$ cat src/rtl/if_stage_pkg.sv
// Shared definitions for the instruction fetch stage: FSM state encoding,
// default boot address and the exception word bit positions used by the
// pipeline when it reports a fetch/decode fault.
package if_stage_pkg;

   // REQ    : presenting the PC on the instruction bus
   // WAIT   : address accepted, waiting for the read data
   // HOLD   : instruction captured and presented to decode
   // CANCEL : a flushed request is still in flight; swallow its data
   typedef enum logic [1:0] {
      ST_REQ    = 2'd0,
      ST_WAIT   = 2'd1,
      ST_HOLD   = 2'd2,
      ST_CANCEL = 2'd3
   } if_state_t;

   // MIPS boot vector (kseg1, uncached)
   localparam logic [31:0] RESET_PC_DEFAULT = 32'hBFC0_0000;

   // Bit positions inside the 32-bit exception word
   localparam int EXC_SYSCALL = 8;
   localparam int EXC_INVALID = 9;
   localparam int EXC_ERET    = 12;
   localparam int EXC_ADEL_IF = 13;

   function automatic logic [31:0] exc_mask(input int bit_idx);
      return 32'h1 << bit_idx;
   endfunction

endpackage

$ cat src/rtl/if_stage.sv
// Instruction fetch stage: issues one bus read at a time and presents the result to decode.
// Latency: data_ok to valid_o is one cycle; a misaligned PC yields an AdEL slot one cycle later.
// Backpressure: stall_i holds the presented instruction in HOLD; it never blocks a bus request.
//
// Ports:
//   clk, rst                 clock, asynchronous active-high reset
//   stall_i                  decode cannot take the presented instruction
//   flush_i, new_pc_i        redirect (exception/eret); highest priority
//   branch_flag_i,
//   branch_to_addr_i         taken branch/jump currently in decode and its target
//   inst_req_o, inst_addr_o  instruction bus request
//   inst_addr_ok_i           request accepted this cycle
//   inst_data_ok_i,
//   inst_rdata_i             read data returned this cycle
//   valid_o, pc_o, inst_o,
//   is_in_delayslot_o,
//   exception_o              fetched slot towards the decode pipeline register
module if_stage
   import if_stage_pkg::*;
#(
   parameter logic [31:0] RESET_PC = RESET_PC_DEFAULT
) (
   input  logic        clk,
   input  logic        rst,
   input  logic        stall_i,
   input  logic        flush_i,
   input  logic [31:0] new_pc_i,
   input  logic        branch_flag_i,
   input  logic [31:0] branch_to_addr_i,
   output logic        inst_req_o,
   output logic [31:0] inst_addr_o,
   input  logic        inst_addr_ok_i,
   input  logic        inst_data_ok_i,
   input  logic [31:0] inst_rdata_i,
   output logic        valid_o,
   output logic [31:0] pc_o,
   output logic [31:0] inst_o,
   output logic        is_in_delayslot_o,
   output logic [31:0] exception_o
);

   if_state_t   state_q, state_d;
   logic [31:0] pc_q, pc_d;
   logic [31:0] inst_q, inst_d;
   logic        adel_q, adel_d;

   logic        pc_aligned;
   logic        req_fire;
   logic [31:0] next_pc;

   assign pc_aligned = (pc_q[1:0] == 2'b00);

   // Gated by rst so the bus sees no request while the core is held in reset.
   assign inst_req_o  = (state_q == ST_REQ) && pc_aligned && !rst;
   assign inst_addr_o = pc_q;
   assign req_fire    = inst_req_o && inst_addr_ok_i;

   // Next-PC mux used at handover; the +4 wraps naturally at 2^32.
   assign next_pc = branch_flag_i ? branch_to_addr_i : (pc_q + 32'd4);

   always_comb begin
      state_d = state_q;
      pc_d    = pc_q;
      inst_d  = inst_q;
      adel_d  = adel_q;

      case (state_q)
         ST_REQ: begin
            if (flush_i) begin
               pc_d = new_pc_i;
               // An accepted request cannot be withdrawn; its data must be swallowed.
               state_d = req_fire ? ST_CANCEL : ST_REQ;
            end else if (!pc_aligned) begin
               // No bus cycle: present a null instruction tagged with AdEL.
               inst_d  = '0;
               adel_d  = 1'b1;
               state_d = ST_HOLD;
            end else if (req_fire) begin
               state_d = ST_WAIT;
            end
         end

         ST_WAIT: begin
            if (flush_i) begin
               pc_d = new_pc_i;
               // Data arriving together with the flush closes the transaction.
               state_d = inst_data_ok_i ? ST_REQ : ST_CANCEL;
            end else if (inst_data_ok_i) begin
               inst_d  = inst_rdata_i;
               adel_d  = 1'b0;
               state_d = ST_HOLD;
            end
         end

         ST_HOLD: begin
            if (flush_i) begin
               pc_d    = new_pc_i;
               state_d = ST_REQ;
            end else if (!stall_i) begin
               pc_d    = next_pc;
               state_d = ST_REQ;
            end
         end

         ST_CANCEL: begin
            if (flush_i) begin
               pc_d = new_pc_i;
            end
            // The in-flight read is over once its data shows up, flushed again or not.
            if (inst_data_ok_i) begin
               state_d = ST_REQ;
            end
         end

         default: state_d = ST_REQ;
      endcase
   end

   always_ff @(posedge clk or posedge rst) begin
      if (rst) begin
         state_q <= ST_REQ;
         pc_q    <= RESET_PC;
         inst_q  <= '0;
         adel_q  <= 1'b0;
      end else begin
         state_q <= state_d;
         pc_q    <= pc_d;
         inst_q  <= inst_d;
         adel_q  <= adel_d;
      end
   end

   assign valid_o           = (state_q == ST_HOLD);
   assign pc_o              = pc_q;
   assign inst_o            = inst_q;
   assign exception_o       = adel_q ? exc_mask(EXC_ADEL_IF) : 32'h0;
   assign is_in_delayslot_o = valid_o && branch_flag_i;

endmodule
$ cat config.mk
export PLATFORM = sky130hd
export DESIGN_NAME = if_stage
export DESIGN_NICKNAME = d
export VERILOG_FILES = /design/src/rtl/if_stage_pkg.sv /design/src/rtl/if_stage.sv
export SDC_FILE = /design/constraint.sdc
export NUM_CORES = 1
export LEC_CHECK = 0
export ABC_AREA = 1
export CORE_ASPECT_RATIO = 1.1
export CORE_UTILIZATION = 45
export CTS_CLUSTER_SIZE = 25
export DETAILED_ROUTE_END_ITERATION = 10
export DONT_BUFFER_PORTS = 1
export SLEW_MARGIN = 5
export SYNTH_ARGS = -nofsm -noshare
export SYNTH_HDL_FRONTEND = slang
export SYNTH_SLANG_ARGS = --single-unit
$ cat constraint.sdc
create_clock -name clk -period 1.9 [get_ports clk]
set_input_delay 0.095 -clock clk [delete_from_list [all_inputs] [get_ports clk]]
set_output_delay 0.095 -clock clk [all_outputs]
set_load 0.01 [all_outputs]
* After elaboration in Yosys (flattened, before gate mapping)
Index checks and enable logic that the tools add are counted.
** Word-level totals
- Flip-flop bits (word level) :: 67
- Bits of input ports :: 103
** Operators by class
- $add $sub $neg :: 1
- Equality and inequality tests :: 12
- Multiplexer cells :: 27
- Reduce and logical (&&, ||, !) cells :: 12
** Operator list (count)
- 32-bit 2-to-1 mux :: 8
- 32-bit one-hot mux with 2 select lines :: 2
- 32-bit by 3-bit adder with 32-bit output (second input constant) :: 1
- 2-bit 2-to-1 mux :: 10
- 14-bit 2-to-1 mux :: 1
- 2-bit inequality test (second input constant) :: 5
- 2-bit one-hot mux with 4 select lines :: 1
- 3-bit inequality test (second input constant) :: 2
- 5-bit AND reduction :: 1
- 2-bit == test (second input constant) :: 2
- 1-bit logical AND :: 4
- 2-bit logical NOT :: 2
- 1-bit 2-to-1 mux :: 4
- 4-bit inequality test (second input constant) :: 1
- 4-bit AND reduction :: 1
- 3-bit OR reduction :: 1
- 2-bit by 1-bit == test with 1-bit output (second input constant) :: 1
- 2-bit by 1-bit inequality test with 1-bit output (second input constant) :: 1
- 1-bit one-hot mux with 2 select lines :: 1
- 2-bit AND reduction :: 1
- 2-bit nonzero test :: 1
- 1-bit logical NOT :: 1

* Logic depth before layout (Yosys ltp)
- Depth after elaboration :: 8
- Mapped depth :: 10
- Depth with buffers taken out :: 10

* Worst setup path before layout
OpenSTA, ideal clock, no wires.
- Path kind :: reg2reg
- Start :: register pc_q[3] (netlist: inst_addr_o[3])
- End :: register pc_q[22] (netlist: inst_addr_o[22])
- Data arrival time :: 1456 ps
- Required time :: 1827 ps
- Setup slack :: 371 ps
- Cell stages (with the launch flop) :: 10
- Path buffers :: 0
- Period minus slack after synthesis :: 1529 ps
- Cells stage by stage :: dfrtp_1 ha_1 nand2_1 nor2_2 nand2_1 nor2_2 nand3_1 nand3_1 nand2_1 a21oi_1
** Between the ends
- Longest elaborated chain between the ends :: 5
** Ends and longest elaborated chain
- start: declaration :: RTL line if_stage.sv:43 : logic [31:0] pc_q, pc_d;
- start signal: assignment :: RTL line if_stage.sv:127 : pc_q <= pc_d;
- 32-bit by 3-bit adder with 32-bit output :: RTL line if_stage.sv:59 : assign next_pc = branch_flag_i ? branch_to_addr_i : (pc_q + 32'd4);
- 32-bit 2-to-1 mux :: RTL line if_stage.sv:59
- 32-bit 2-to-1 mux :: RTL line if_stage.sv:99 : end else if (!stall_i) begin
- 32-bit 2-to-1 mux :: RTL line if_stage.sv:96 : if (flush_i) begin
- 32-bit one-hot mux with 2 select lines :: RTL line if_stage.sv:67 : case (state_q)
Every way passes these cells. The select of a mux whose other input is x is not followed.
A chain may end at the register's enable or synchronous reset.

* Worst setup path after layout
- Start :: register pc_q[3] (netlist: inst_addr_o[3])
- End :: register pc_q[26] (netlist: inst_addr_o[26])
The elaborated chain is that of the path after synthesis.

==> results.tsv <==
stage	metric	value	unit
worst_setup_path	r2r-start	inst_addr_o[3]	
worst_setup_path	startpoint_type	register	
synthesis	ys_ff_latch	67	
sta	finalHoldViolations	0	
sta	fin_crit_sh	93.1	%
placement	hpwl	8520	µm
synthesis	synth_top_area_share	32.7	%
power	vdd.ir_drop.worst	548	µV
floorplanning	die_h	106	µm
cts	cts_root_buf	clkbuf_8	
placement	place_inst	698	
sta	slew_viol_final	0	
worst_setup_path	crit_top_cell	nand2_1	
detailed_routing	avgRoutedWirePerCell	16.0	µm
worst_setup_path	crit_path_max_incr_delay	0.43	ns
sta	fmax	565	MHz
global_routing	grt_usage	25.4	%
cts	clkTransAtPathRegs	0.08	ns
floorplanning	start_util	46.9	%
global_routing	grt_start_max_net_pins	68	
finish	drive_above_1_share	11.0	%
synthesis	synth_ff_type	dfrtp_1	
power	power.density	995	nW/µm²
synthesis	ys_top_cells_by_area	dfrtp_1 (33%), buf_4 (11%), nor2_1 (9.9%)	
global_routing	overflow	0	
finish	seq_area	1690	µm²
cts	worstSkewPairLatency	0.36	ns
floorplanning	die_area	10200	µm²
sta	hold_ws	0.0180	ns
power	seqPwrFrac	41.2	%
finish	multi_input_area	2090	µm²
power	combPwrFrac	38.5	%
detailed_routing	routed_wl	12800	µm
sta	tightest_slew	0.532	ns
cts	cts_htree_levels	3	
detailed_routing	drt_iter0_markers	212	
sta	fin_tns_setup	0	ns
global_routing	antenna_found_initial	0	
finish	area_growth	22.0	%
floorplanning	die_w	96.6	µm
worst_setup_path	critPathMaxFanout	7	
cts	cts_tree	yes	
status	outcome	complete, no violations	
sta	layout_min_cycle_time	1.77	ns
worst_setup_path	cp_cell_sequence	ha_1 -> nand2_1 -> nor2_2 -> nand2_1 -> nor2_2 -> nand3_1 -> nand3_1 -> nand2_1 -> a21oi_1	
finish	fin_nets	783	
detailed_routing	routed_via_density	5.30	
worst_setup_path	cp_slowest_cell	dfrtp_1	
detailed_routing	drt-pass1-iter-count	5	
placement	gp_congestion	0.869	
placement	portBuffers	0	
cts	cts_buffer_depth	2	
floorplanning	rows	37	
sta	setup-violations-final	0	
min_path	hold_class	input port to register	
detailed_routing	vias	4247	
cts	cts_buffers	9	
min_path	hold_start	branch_to_addr_i[16]	
worst_setup_path	end_kind	register	
sta	rsz0062_at_grt	yes	
power	leakage	2.51	nW
power	clkPwrFrac	20.3	%
power	switching_share	43.4	%
worst_setup_path	regToRegSetupSlack	0.13	ns
cts	clock_sinks	67	
floorplanning	io_pins	234	
finish	fillers	892	
synthesis	yosysWarningCount	0	
synthesis	synth_edf_count	0	
power	p_int	0.00304	W
detailed_routing	ant_nets	0	
worst_setup_path	cp.required	2.19	ns
worst_setup_path	startpoint	inst_addr_o[3]	
synthesis	synth_common_cells	nor2_1 (117), nand2_1 (113), buf_4 (64)	
synthesis	syn_area	4430	µm²
sta	skew	0.0107	ns
global_routing	grt_pass1_wl	20600	µm
power	power.total	0.00538	W
detailed_routing	drc	0	
floorplanning	core-area	9440	µm²
job	cap_violations	0	
power	switching_power	0.00234	W
global_routing	grt_pass1_vias	4189	
synthesis	yosys.cell_count.top_type	nor2_1	
worst_setup_path	arrival	2.06	ns
worst_setup_path	worstSetupPathType	register to register	
synthesis	synth_cell_types	30	
synthesis	yosysTopAreaCell	dfrtp_1	
sta	slew_headroom	64.5	%
synthesis	syn_inst	610	
synthesis	synth_seq_area_share	38.1	%
synthesis	synthArstFlopShare	100	%
finish	final_cell_count_no_fill	801	
synthesis	syn_avg_cell_area	7.27	µm²
finish	antenna_cells	0	
[timing repair]
item                                    4_1_cts  5_1_grt
resized for setup                             0        5
buffers inserted                              0        1
hold buffers                                 86        0
endpoints found under the setup margin        0        4
hold endpoints to repair                    131        0
[flip-flops by register name, indices dropped and copies added, names as in the netlist]
signal and flops:
inst_addr_o 32, inst_o 32, state_q 2, adel_q 1
[kinds of logic after synthesis]
group                    count (synthesis)  share of synthesized area [%]
AND/OR/NAND/NOR                        280                           26.0
buffers and inverters                  135                           17.4
XOR/XNOR                                 4                          0.791
flip-flops                              67                           38.1
adder cells (fa/ha/maj)                  1                          0.282
other                                    1                         0.0846
AO/OA/AOI/OAI                          122                           17.3
[per-layer routing]
layer	wire length [µm]	share of wire [%]	GRT usage [%]	vias up
met1	5140	40	29.5	1974
li1	-	-	-	2028
met4	337	2.6	12.5	0
met2	6160	48	42.5	215
met5	0	0	0	-
met3	1150	9.0	7.82	30
[final cells by class]
cell class              count  share of cell area [%]
repair buffers            117                    20.9
clock inverters             7                   0.995
flip-flops and latches     67                    31.2
inverters                  46                    3.24
multi-input cells         438                    38.6
clock buffers               9                    2.29
well taps                 117                    2.71
[critical path, delay by kind of cell, from the launching register on]
family / cells / cell delay (ns)
fa+ha+maj: 1 / 0.19
compound gates: 1 / 0.12
flops: 1 / 0.43
simple gates: 7 / 0.94
[layout by cell type (no fill, tap or decap), types with 2 or more instances in the layout]
cell type and n:
buf_12 3, buf_4 28, clkbuf_8 9, and2_1 2, clkinv_4 2, nand3_1 36, dfstp_2 9, o21ai_0 23
a22oi_1 9, inv_1 40, nor2_2 7, a22o_1 32, xnor2_1 2, nand2_1 113, inv_2 4, clkinvlp_4 3
dlygate4sd3_1 85, a31oi_1 2, nor2_1 117, o211ai_1 4, conb_1 31, xor2_1 2, dfrtp_1 57, a21oi_1 50
[final timing paths]
| path | end | cells after the start |
|---|---|---|
| max | inst_addr_o[26] | 9 |
| min | inst_addr_o[16] | 4 |
| max reg2reg | inst_addr_o[26] | 9 |
| min reg2reg | inst_addr_o[22] | 2 |
| max in group asynchronous | inst_addr_o[23] | 3 |
| min in group asynchronous | inst_addr_o[1] | 3 |
[through the flow]
step	util [%]	instance area, µm²	worst slack, ns
after floorplan	-	4540	0.137
after global placement	46.0	4340	0.246
after detailed placement	46.0	4340	0.145
after CTS	57.1	5390	0.0366
after global routing	57.3	5410	-0.0334
final	57.3	5410	0.131
[power by group through the flow]
stage	clock, W	sequential (W)	combinational (W)
after detailed placement	0	0.00224	0.00186
after floorplan	0	0.00224	0.00160
after global routing	0.00120	0.00227	0.00231
after global placement	0	0.00223	0.00182
final	0.00109	0.00222	0.00207
after CTS	0.00113	0.00222	0.00203
Note: power is estimated with default switching activity, not from simulation.
